[src/rtl/matrix_host_loader.sv]
// Host-side loader for the matrix coprocessor: unpacks a 32-bit word stream
// into instruction/matrix buses, runs one operation, and streams the result back.

module matrix_host_loader_lane #(
  parameter int E = 0
) (
  input  logic        clk,
  input  logic        rst,
  input  logic [2:0]  word_idx,
  input  logic        wr_a,
  input  logic        wr_b,
  input  logic        clr,
  input  logic        cap,
  input  logic        res_clr,
  input  logic [31:0] cmd_data,
  input  logic [7:0]  res_in,
  output logic        hit,
  output logic [7:0]  m1,
  output logic [7:0]  m2,
  output logic [7:0]  res
);
  localparam logic [2:0] WORD = 3'(E / 4);
  localparam int         J    = E % 4;

  logic [7:0] m1_q, m1_d, m2_q, m2_d, res_q, res_d;
  logic [7:0] byte_in;

  assign hit     = (word_idx == WORD);
  assign byte_in = cmd_data[8*J +: 8];

  always_comb begin
    m1_d  = m1_q;
    m2_d  = m2_q;
    res_d = res_q;
    if (clr) begin
      m1_d = '0;
      m2_d = '0;
    end else begin
      if (wr_a && hit) m1_d = byte_in;
      if (wr_b && hit) m2_d = byte_in;
    end
    if (cap)          res_d = res_in;
    else if (res_clr) res_d = '0;
  end

  always_ff @(posedge clk or negedge rst) begin
    if (!rst) begin
      m1_q  <= '0;
      m2_q  <= '0;
      res_q <= '0;
    end else begin
      m1_q  <= m1_d;
      m2_q  <= m2_d;
      res_q <= res_d;
    end
  end

  assign m1  = m1_q;
  assign m2  = m2_q;
  assign res = res_q;
endmodule

module matrix_host_loader #(
  parameter int TIMEOUT = 4096
) (
  input  logic         clk,
  input  logic         rst,
  input  logic         cmd_valid,
  output logic         cmd_ready,
  input  logic [31:0]  cmd_data,
  output logic [5:0]   instruction,
  output logic [199:0] matrix1,
  output logic [199:0] matrix2,
  output logic         start,
  input  logic [2:0]   cu_state,
  input  logic         cu_ready,
  input  logic [199:0] matrix_result,
  input  logic         overflow,
  output logic         res_valid,
  input  logic         res_ready,
  output logic [31:0]  res_data,
  output logic         res_last,
  output logic         res_ovf,
  output logic         timeout_err,
  output logic         busy
);
  localparam int          NUM_ELEM = 25;
  localparam logic [15:0] TMO_LAST = 16'(TIMEOUT - 1);

  typedef enum logic [2:0] {
    S_HDR, S_LOAD_A, S_LOAD_B, S_START, S_WAIT, S_UNLOAD
  } state_t;

  state_t      state_q, state_d;
  logic [2:0]  wcnt_q, wcnt_d;
  logic [15:0] tcnt_q, tcnt_d;
  logic [5:0]  instr_q, instr_d;
  logic        ovf_q, ovf_d, terr_q, terr_d;
  logic        xfer, last_word, clr, wr_a, wr_b, cap, res_clr;

  logic [NUM_ELEM-1:0]       hit;
  logic [NUM_ELEM-1:0][7:0]  m1_l, m2_l, res_l;
  logic [31:0]               res_word;

  // One lane per matrix element; word_idx selects the lanes covered by the
  // current load word or the current unload word.
  for (genvar g = 0; g < NUM_ELEM; g++) begin : g_lane
    matrix_host_loader_lane #(.E(g)) u_lane (
      .clk      (clk),
      .rst      (rst),
      .word_idx (wcnt_q),
      .wr_a     (wr_a),
      .wr_b     (wr_b),
      .clr      (clr),
      .cap      (cap),
      .res_clr  (res_clr),
      .cmd_data (cmd_data),
      .res_in   (matrix_result[199-8*g -: 8]),
      .hit      (hit[g]),
      .m1       (m1_l[g]),
      .m2       (m2_l[g]),
      .res      (res_l[g])
    );
    assign matrix1[199-8*g -: 8] = m1_l[g];
    assign matrix2[199-8*g -: 8] = m2_l[g];
  end

  assign cmd_ready = (state_q == S_HDR) || (state_q == S_LOAD_A) || (state_q == S_LOAD_B);
  assign xfer      = cmd_valid && cmd_ready;
  assign last_word = (wcnt_q == 3'd6);

  always_comb begin
    state_d = state_q;
    wcnt_d  = wcnt_q;
    tcnt_d  = tcnt_q;
    instr_d = instr_q;
    ovf_d   = ovf_q;
    terr_d  = terr_q;
    clr     = 1'b0;
    wr_a    = 1'b0;
    wr_b    = 1'b0;
    cap     = 1'b0;
    res_clr = 1'b0;
    case (state_q)
      S_HDR: if (xfer) begin
        instr_d = cmd_data[5:0];
        clr     = 1'b1;
        ovf_d   = 1'b0;
        terr_d  = 1'b0;
        wcnt_d  = '0;
        state_d = S_LOAD_A;
      end
      S_LOAD_A: if (xfer) begin
        wr_a = 1'b1;
        if (last_word) begin
          wcnt_d  = '0;
          state_d = S_LOAD_B;
        end else begin
          wcnt_d = wcnt_q + 3'd1;
        end
      end
      S_LOAD_B: if (xfer) begin
        wr_b = 1'b1;
        if (last_word) begin
          wcnt_d  = '0;
          tcnt_d  = '0;
          state_d = S_START;
        end else begin
          wcnt_d = wcnt_q + 3'd1;
        end
      end
      S_START: begin
        tcnt_d = tcnt_q + 16'd1;
        if (tcnt_q == TMO_LAST) begin
          terr_d  = 1'b1;
          res_clr = 1'b1;
          wcnt_d  = '0;
          state_d = S_UNLOAD;
        end else if (cu_state != 3'b000) begin
          // start is held until the divided-clock control unit has left IDLE
          state_d = S_WAIT;
        end
      end
      S_WAIT: begin
        tcnt_d = tcnt_q + 16'd1;
        if (cu_ready) begin
          // capture beats a coincident terminal count
          cap     = 1'b1;
          ovf_d   = overflow;
          wcnt_d  = '0;
          state_d = S_UNLOAD;
        end else if (tcnt_q == TMO_LAST) begin
          terr_d  = 1'b1;
          res_clr = 1'b1;
          wcnt_d  = '0;
          state_d = S_UNLOAD;
        end
      end
      S_UNLOAD: if (res_ready) begin
        if (last_word) begin
          wcnt_d  = '0;
          state_d = S_HDR;
        end else begin
          wcnt_d = wcnt_q + 3'd1;
        end
      end
      default: state_d = S_HDR;
    endcase
  end

  always_ff @(posedge clk or negedge rst) begin
    if (!rst) begin
      state_q <= S_HDR;
      wcnt_q  <= '0;
      tcnt_q  <= '0;
      instr_q <= '0;
      ovf_q   <= 1'b0;
      terr_q  <= 1'b0;
    end else begin
      state_q <= state_d;
      wcnt_q  <= wcnt_d;
      tcnt_q  <= tcnt_d;
      instr_q <= instr_d;
      ovf_q   <= ovf_d;
      terr_q  <= terr_d;
    end
  end

  // Unload word k gathers elements 4k..4k+3; elements past 24 read as zero.
  always_comb begin
    res_word = '0;
    for (int e = 0; e < NUM_ELEM; e++) begin
      if (hit[e]) res_word[8*(e%4) +: 8] = res_l[e];
    end
  end

  assign instruction = instr_q;
  assign start       = (state_q == S_START);
  assign res_valid   = (state_q == S_UNLOAD);
  assign res_last    = (state_q == S_UNLOAD) && last_word;
  assign res_data    = (state_q == S_UNLOAD) ? res_word : 32'h0;
  assign res_ovf     = ovf_q;
  assign timeout_err = terr_q;
  assign busy        = (state_q != S_HDR);
endmodule
[config.mk]
export PLATFORM = sky130hd
export DESIGN_NAME = matrix_host_loader
export DESIGN_NICKNAME = d
export VERILOG_FILES = /design/src/rtl/matrix_host_loader.sv
export SDC_FILE = /design/constraint.sdc
export NUM_CORES = 1
export LEC_CHECK = 0
export ABC_AREA = 1
export CAP_MARGIN = 20
export CORE_AREA = 5 5 262 264
export DETAILED_ROUTE_END_ITERATION = 10
export DIE_AREA = 0 0 267 269
export GPL_TIMING_DRIVEN = 0
export PLACE_DENSITY = 0.67
export SLEW_MARGIN = 20
export SYNTH_ARGS = -nofsm -noshare
export SYNTH_HDL_FRONTEND = slang
export SYNTH_SLANG_ARGS = --single-unit
[constraint.sdc]
create_clock -name clk -period 5.43 [get_ports clk]
set_input_delay 0.543 -clock clk [delete_from_list [all_inputs] [get_ports clk]]
set_output_delay 0.543 -clock clk [all_outputs]
set_load 0.02 [all_outputs]
# [After elaboration in Yosys (flattened, before gate mapping)]
# Cells that the tools add are included.
[word_totals] wordCells=345 register_bits=630
[op_classes] reduce_logical=49 addsub=2 n_mux=189 eq_ne=24
[op_table] op="$mux 8" count=151
[op_table] op="$mux 3" count=17
[op_table] op="$reduce_bool 2->1" count=17
[op_table] op="$mux 16" count=2
[op_table] op="$mux 32" count=1
[op_table] op="$pmux 16 s2" count=1
[op_table] op="$pmux 3 s6" count=1
[op_table] op="$add 16x1->16 const B" count=1
[op_table] op="$eq 16x12->1 const B" count=1
[op_table] op="$logic_and 1x1->1" count=16
[op_table] op="$eq 3x3->1 const B" count=5
[op_table] op="$pmux 3 s5" count=1
[op_table] op="$eq 3x2->1 const B" count=4
[op_table] op="$mux 1" count=12
[op_table] op="$ne 2x1->1 const B" count=5
[op_table] op="$ne 2x2->1 const B" count=5
[op_table] op="$reduce_and 3->1" count=3
[op_table] op="$reduce_and 9->1" count=1
[op_table] op="$reduce_bool 3->1" count=3
[op_table] op="$eq 3x1->1 const B" count=2
[op_table] op="$logic_not 3->1" count=2
[op_table] op="$reduce_bool 5->1" count=1
[op_table] op="$pmux 1 s2" count=2
[op_table] op="$reduce_and 4->1" count=1
[op_table] op="7 further kinds" count=9

# [Depth between registers and ports, before layout]
[logic_depth] word_depth=9 mapped_depth=13

# [Hierarchy]
# A second synthesis with hierarchy kept.
[unflattened] cells_unflattened=3866 area_unflattened_um2=31202.4
[by_module_without_submodules] module="matrix_host_loader_lane at g_lane[12].u_lane ..." area_each_um2=1081.0 instances=9 seq_area_each_um2=600.6 cells_each=127
[by_module_without_submodules] module="matrix_host_loader_lane at g_lane[10].u_lane ..." area_each_um2=1084.8 instances=8 seq_area_each_um2=600.6 cells_each=128
[by_module_without_submodules] module="matrix_host_loader_lane at g_lane[16].u_lane ..." area_each_um2=1139.8 instances=4 seq_area_each_um2=600.6 cells_each=127
[by_module_without_submodules] module="matrix_host_loader_lane at g_lane[0].u_lane ..." area_each_um2=1136.1 instances=4 seq_area_each_um2=600.6 cells_each=127
[by_module_without_submodules] module="matrix_host_loader" area_each_um2=3691.0 instances=1 seq_area_each_um2=750.7 cells_each=683

# [Worst setup path before layout]
# Ideal clock, no wire load.
[synth_path] path_type="register -> output" start="register wcnt_q[2]" end="output res_data[10]" n_path_buf=3 path_stages_with_launch=10 setup_slack_ns=2.898 required_ns=4.887 arrival_time_ns=1.989 path_cell_list="dfrtp_1 -> inv_2 -> clkbuf_1 -> ha_1 -> clkbuf_1 -> clkbuf_1 -> a21oi_1 -> nand3_1 -> nand2_1 -> a21oi_1"
[synth_between] elab_chain_cells=8 elab_cells_between_ends=13 classes_between="5 x eq/ne; 7 x mux; 1 x reduce/logical"
[synth_lines] element="start: declaration" line="95" source="logic [2:0] wcnt_q, wcnt_d;"
[synth_lines] element="start signal: assignment" line="221" source="wcnt_q <= wcnt_d;"
[synth_lines] element="$logic_not 3->1" line="28" source="assign hit = (word_idx == WORD);"
[synth_lines] element="$mux 8 (5 in series)" line="233" source="if (hit[e]) res_word[8*(e%4) +: 8] = res_l[e];"
[synth_lines] element="$mux 8 *" line="233"
[synth_lines] element="$mux 32 *" line="241" source="assign res_data = (state_q == S_UNLOAD) ? res_word : 32'h0;"
[synth_lines] element="end: declaration" line="81" source="output logic [31:0] res_data,"
# Every way passes the cells marked *; elsewhere a longest branch is shown, timed or not.

# [Final worst setup path]
[layout_path] start="register wcnt_q[2]" end="output res_data[12]"
# Same word-level chain as after synthesis.

==> flow_metrics.env <==
export IMPL_wl_mm=113
export IMPL_dr_pass1_iters=5
export IMPL_routed_via_count=24300
export IMPL_fp_row_count=95
export IMPL_r2r_end="g_lane[12].u_lane.m2[1]"
export IMPL_crit_reg2reg_launch="wcnt_q[2]"
export IMPL_root_buffer="clkbuf_16"
export IMPL_rrSetupSlack_ns=2.55
export IMPL_cts_sinks=630
export IMPL_portBuffers=685
export IMPL_fin_area_um2=36400
export IMPL_core_area_um2=66300
export IMPL_initial_core_util_pct=38.8
export IMPL_die_h_um=269
export IMPL_final_net_count=3893
export IMPL_grt_usage_pct=30.3
export IMPL_cp_cell_sequence="inv_2 > clkbuf_1 > ha_1 > clkbuf_1 > inv_2 > clkbuf_1 > nor2_1 > nor2_1 > nand2_1 > a21oi_1 > clkdlybuf4s50_1"
export IMPL_die_w_um=267
export IMPL_synth_cell_type_count=33
export IMPL_start_kind="flip-flop"
export IMPL_crit_slowest_cell="clkdlybuf4s50_1"
export IMPL_path_buf_inv=6
export IMPL_htreeDepth=3
export IMPL_final_util_pct=54.8
export IMPL_syn_nets=3127
export IMPL_syn_area_per_cell_um2=8.91
export IMPL_status="finished clean"
export IMPL_drive_gt1_share_pct=6.80
export IMPL_combPwrFrac_pct=44.4
export IMPL_crit_path_end_kind="output pin"
export IMPL_slew_headroom_pct=26.4
export IMPL_vias_per_cell=5.29
export IMPL_drv_cap=0
export IMPL_grt_ovfl_total=0
export IMPL_swShare_pct=41.9
export IMPL_p_seq_share_pct=34.1
export IMPL_clockBufferDepth=3
export IMPL_period_minus_slack_ns=4.71
export IMPL_drc=0
export IMPL_synth_seq_cells=630
export IMPL_setup_worst_path_class="reg2out"
export IMPL_drt_iter0_drc=2679
export IMPL_grt_max_degree=99
export IMPL_synth_cells=2884
export IMPL_synth_area_um2=25700
export IMPL_first_global_vias=23600
export IMPL_min_to="g_lane[8].u_lane.res[2]"
export IMPL_grt_pass1_wl_mm=160
export IMPL_p_clk_share_pct=21.6
export IMPL_crit_top_cell="clkbuf_1"
export IMPL_route_detailed_wl_per_inst_um=24.7
export IMPL_dieArea_um2=71800
export IMPL_worst_ep_required_time_ns=4.89
export IMPL_cts_made_buffers=70
export IMPL_hold_path_class="in2reg"
export IMPL_critPathArrivalTime_ns=4.16
export IMPL_dp_final_hpwl_mm=87.1
export IMPL_p_per_area_nw_per_um2=650
export IMPL_top_level_ports=686
export IMPL_period_share_pct=86.7
export IMPL_yosysWarnings=0
export IMPL_max_slew_worst_pin_slew_ns=1.10
export IMPL_setup_violations_final=0
export IMPL_cts_tree="done"
export IMPL_fmax_mhz=212
export IMPL_cp_max_fo=10
export IMPL_hold_violations=0
export IMPL_max_stage_delay_ns=0.69
export IMPL_p_sw_w=0.00992
export IMPL_crit_family="buffers and inverters"
export IMPL_hp_start="matrix_result[130]"
export IMPL_slew_violations=0
export IMPL_p_leak_nw=16.8
export IMPL_path_clk_slew_ns=0.06
export IMPL_reg2reg_depth=8
export IMPL_internal_power_w=0.0137
export IMPL_yosysSeqAreaShare_pct=61.3
export IMPL_areaGrowthSynthToFinish_pct=41.5
export IMPL_antenna_found_initial=8
export IMPL_clk_latency_ns=0.62
export IMPL_tns_ns=0
export IMPL_gp_congestion=0.951
export IMPL_placed_cell_area_um2=33900
export IMPL_ir_drop_mv=0.301
export IMPL_whs_path_depth=3
export IMPL_ant_nets=0
export IMPL_finClkSkew_ns=0.0193
export IMPL_rsz0062_at_grt="no"
[cells in the final DEF, fill, tap and decap left out, types with 2 or more instances in the layout]
master           instances
nand2_1                985
clkdlybuf4s50_1        684
dfrtp_1                630
o21ai_0                413
nand3_1                302
clkbuf_1               136
nor2_1                  88
a21oi_1                 82
clkbuf_16               70
buf_2                   63
inv_1                   57
o21ai_1                 29
clkbuf_2                19
clkbuf_8                17
nand4_1                 16
or2_2                   10
inv_2                    9
a21oi_2                  9
bufinv_16                8
nor3_1                   7
buf_6                    7
xor2_1                   7
buf_16                   7
buf_4                    6
o22ai_1                  6
clkinv_2                 6
buf_1                    4
diode_2                  3
a21oi_4                  3
clkinv_16                3
nor2_4                   2
nor2_2                   2
ha_1                     2
inv_6                    2
clkinv_8                 2
[worst register-to-register path: stages (launching register included)]
cell,delay [ns]
dfrtp_1,0.44
inv_2,0.13
clkbuf_1,0.46
ha_1,0.24
clkbuf_1,0.30
inv_2,0.19
o21ai_2,0.51
clkbuf_2,0.35
o21ai_0,0.12
[worst max-delay path by stage]
stage               startpoint                     end  slack [ns]  cells after the start
global placement           rst  g_lane[1].u_lane.m1[3]      -24.81                      1
CTS                  wcnt_q[2]            res_data[12]        0.73                     11
detailed placement   wcnt_q[2]            res_data[12]        1.42                     11
floorplan            wcnt_q[2]            res_data[10]        2.90                      9
finish               wcnt_q[2]            res_data[12]        0.72                     11
global route         wcnt_q[2]            res_data[11]        0.54                     10
[power groups by stage]
| stage | Sequential [W] | Clock [W] | Combinational, W |
|---|---|---|---|
| 2_1_floorplan | 0.00937 | 0 | 0.00355 |
| 3_3_place_gp | 0.00807 | 0 | 0.0103 |
| 3_5_place_dp | 0.00808 | 0 | 0.0105 |
| 4_1_cts | 0.00802 | 0.00514 | 0.0105 |
| 5_1_grt | 0.00826 | 0.00533 | 0.0112 |
| 6_report | 0.00806 | 0.00510 | 0.0105 |
[cells in the mapped netlist, drive strengths merged]
cell	instances	area [um2]
xnor2	1	8.76
clkinv	1	3.75
or2	10	62.6
xor2	7	61.3
inv	67	254
ha	2	25.0
buf	79	443
dfrtp	630	15800
o31ai	1	7.51
nand4	16	100
nor2	92	365
nand3	302	1510
o22ai	6	37.5
nand2	986	3700
clkbuf	137	538
a21oi	94	538
nor3	9	56.3
and3	1	6.26
o21ai	443	2220
[sequential cells by signal, summed over array words and instances (netlist names)]
name / count
res_ovf: 1
g_lane.u_lane.m1: 200
instruction: 6
state_q: 3
tcnt_q: 16
g_lane.u_lane.res: 200
g_lane.u_lane.m2: 200
wcnt_q: 3
timeout_err: 1
[kinds of logic (layout without fill, tap and decap cells)]
kind of cell | count (synthesis) | count (layout) | share of synthesized area (%)
buf+inv | 284 | 1105 | 4.82
compound gates | 544 | 544 | 10.9
flops | 630 | 630 | 61.3
other cells | 0 | 3 | 0
fa+ha+maj | 2 | 2 | 0.0973
xor+xnor | 8 | 8 | 0.273
simple gates | 1416 | 1416 | 22.6
[timing repair]
item / 4_1_cts / 5_1_grt
buffers inserted: 0 / 0
hold buffers: 1 / 0
resized for setup: 0 / 0
endpoints found under the hold margin: 71 / 0
[per-stage QoR]
stage | std cells | hold WS (ns) | power [W] | setup slack [ns]
after detailed placement | 4450 | 0.458 | 0.0185 | 1.42
after floorplan | 2884 | 0.247 | 0.0129 | 2.90
after global placement | 4442 | 0.455 | 0.0184 | -24.81
final | 4581 | 0.466 | 0.0236 | 0.723
after global routing | 4580 | 0.453 | 0.0248 | 0.545
after CTS | 4578 | 0.430 | 0.0237 | 0.730
[layer usage]
layer  vias up  routed length [um]  share of wire, %  global-route usage, %
met5         -                  67             0.059                      0
met4        10                7220               6.4                   16.6
met3       285               10100               8.9                   7.76
met2      1194               55100                49                   51.8
met1     11800               40500                36                   35.0
li1      11000                   -                 -                      -
[final cells by class]
| class | count | area, um2 |
|---|---|---|
| clock inverter | 22 | 430 |
| antenna | 3 | 7.51 |
| clock buffer | 105 | 2050 |
| fill | 6150 | 30000 |
| tap | 873 | 1090 |
| multi-input combinational | 1970 | 8710 |
| sequential | 630 | 15800 |
| buffer | 216 | 981 |
| inverter | 68 | 258 |
| timing repair buffer | 694 | 7080 |
Power figures use the tool's default switching activity.
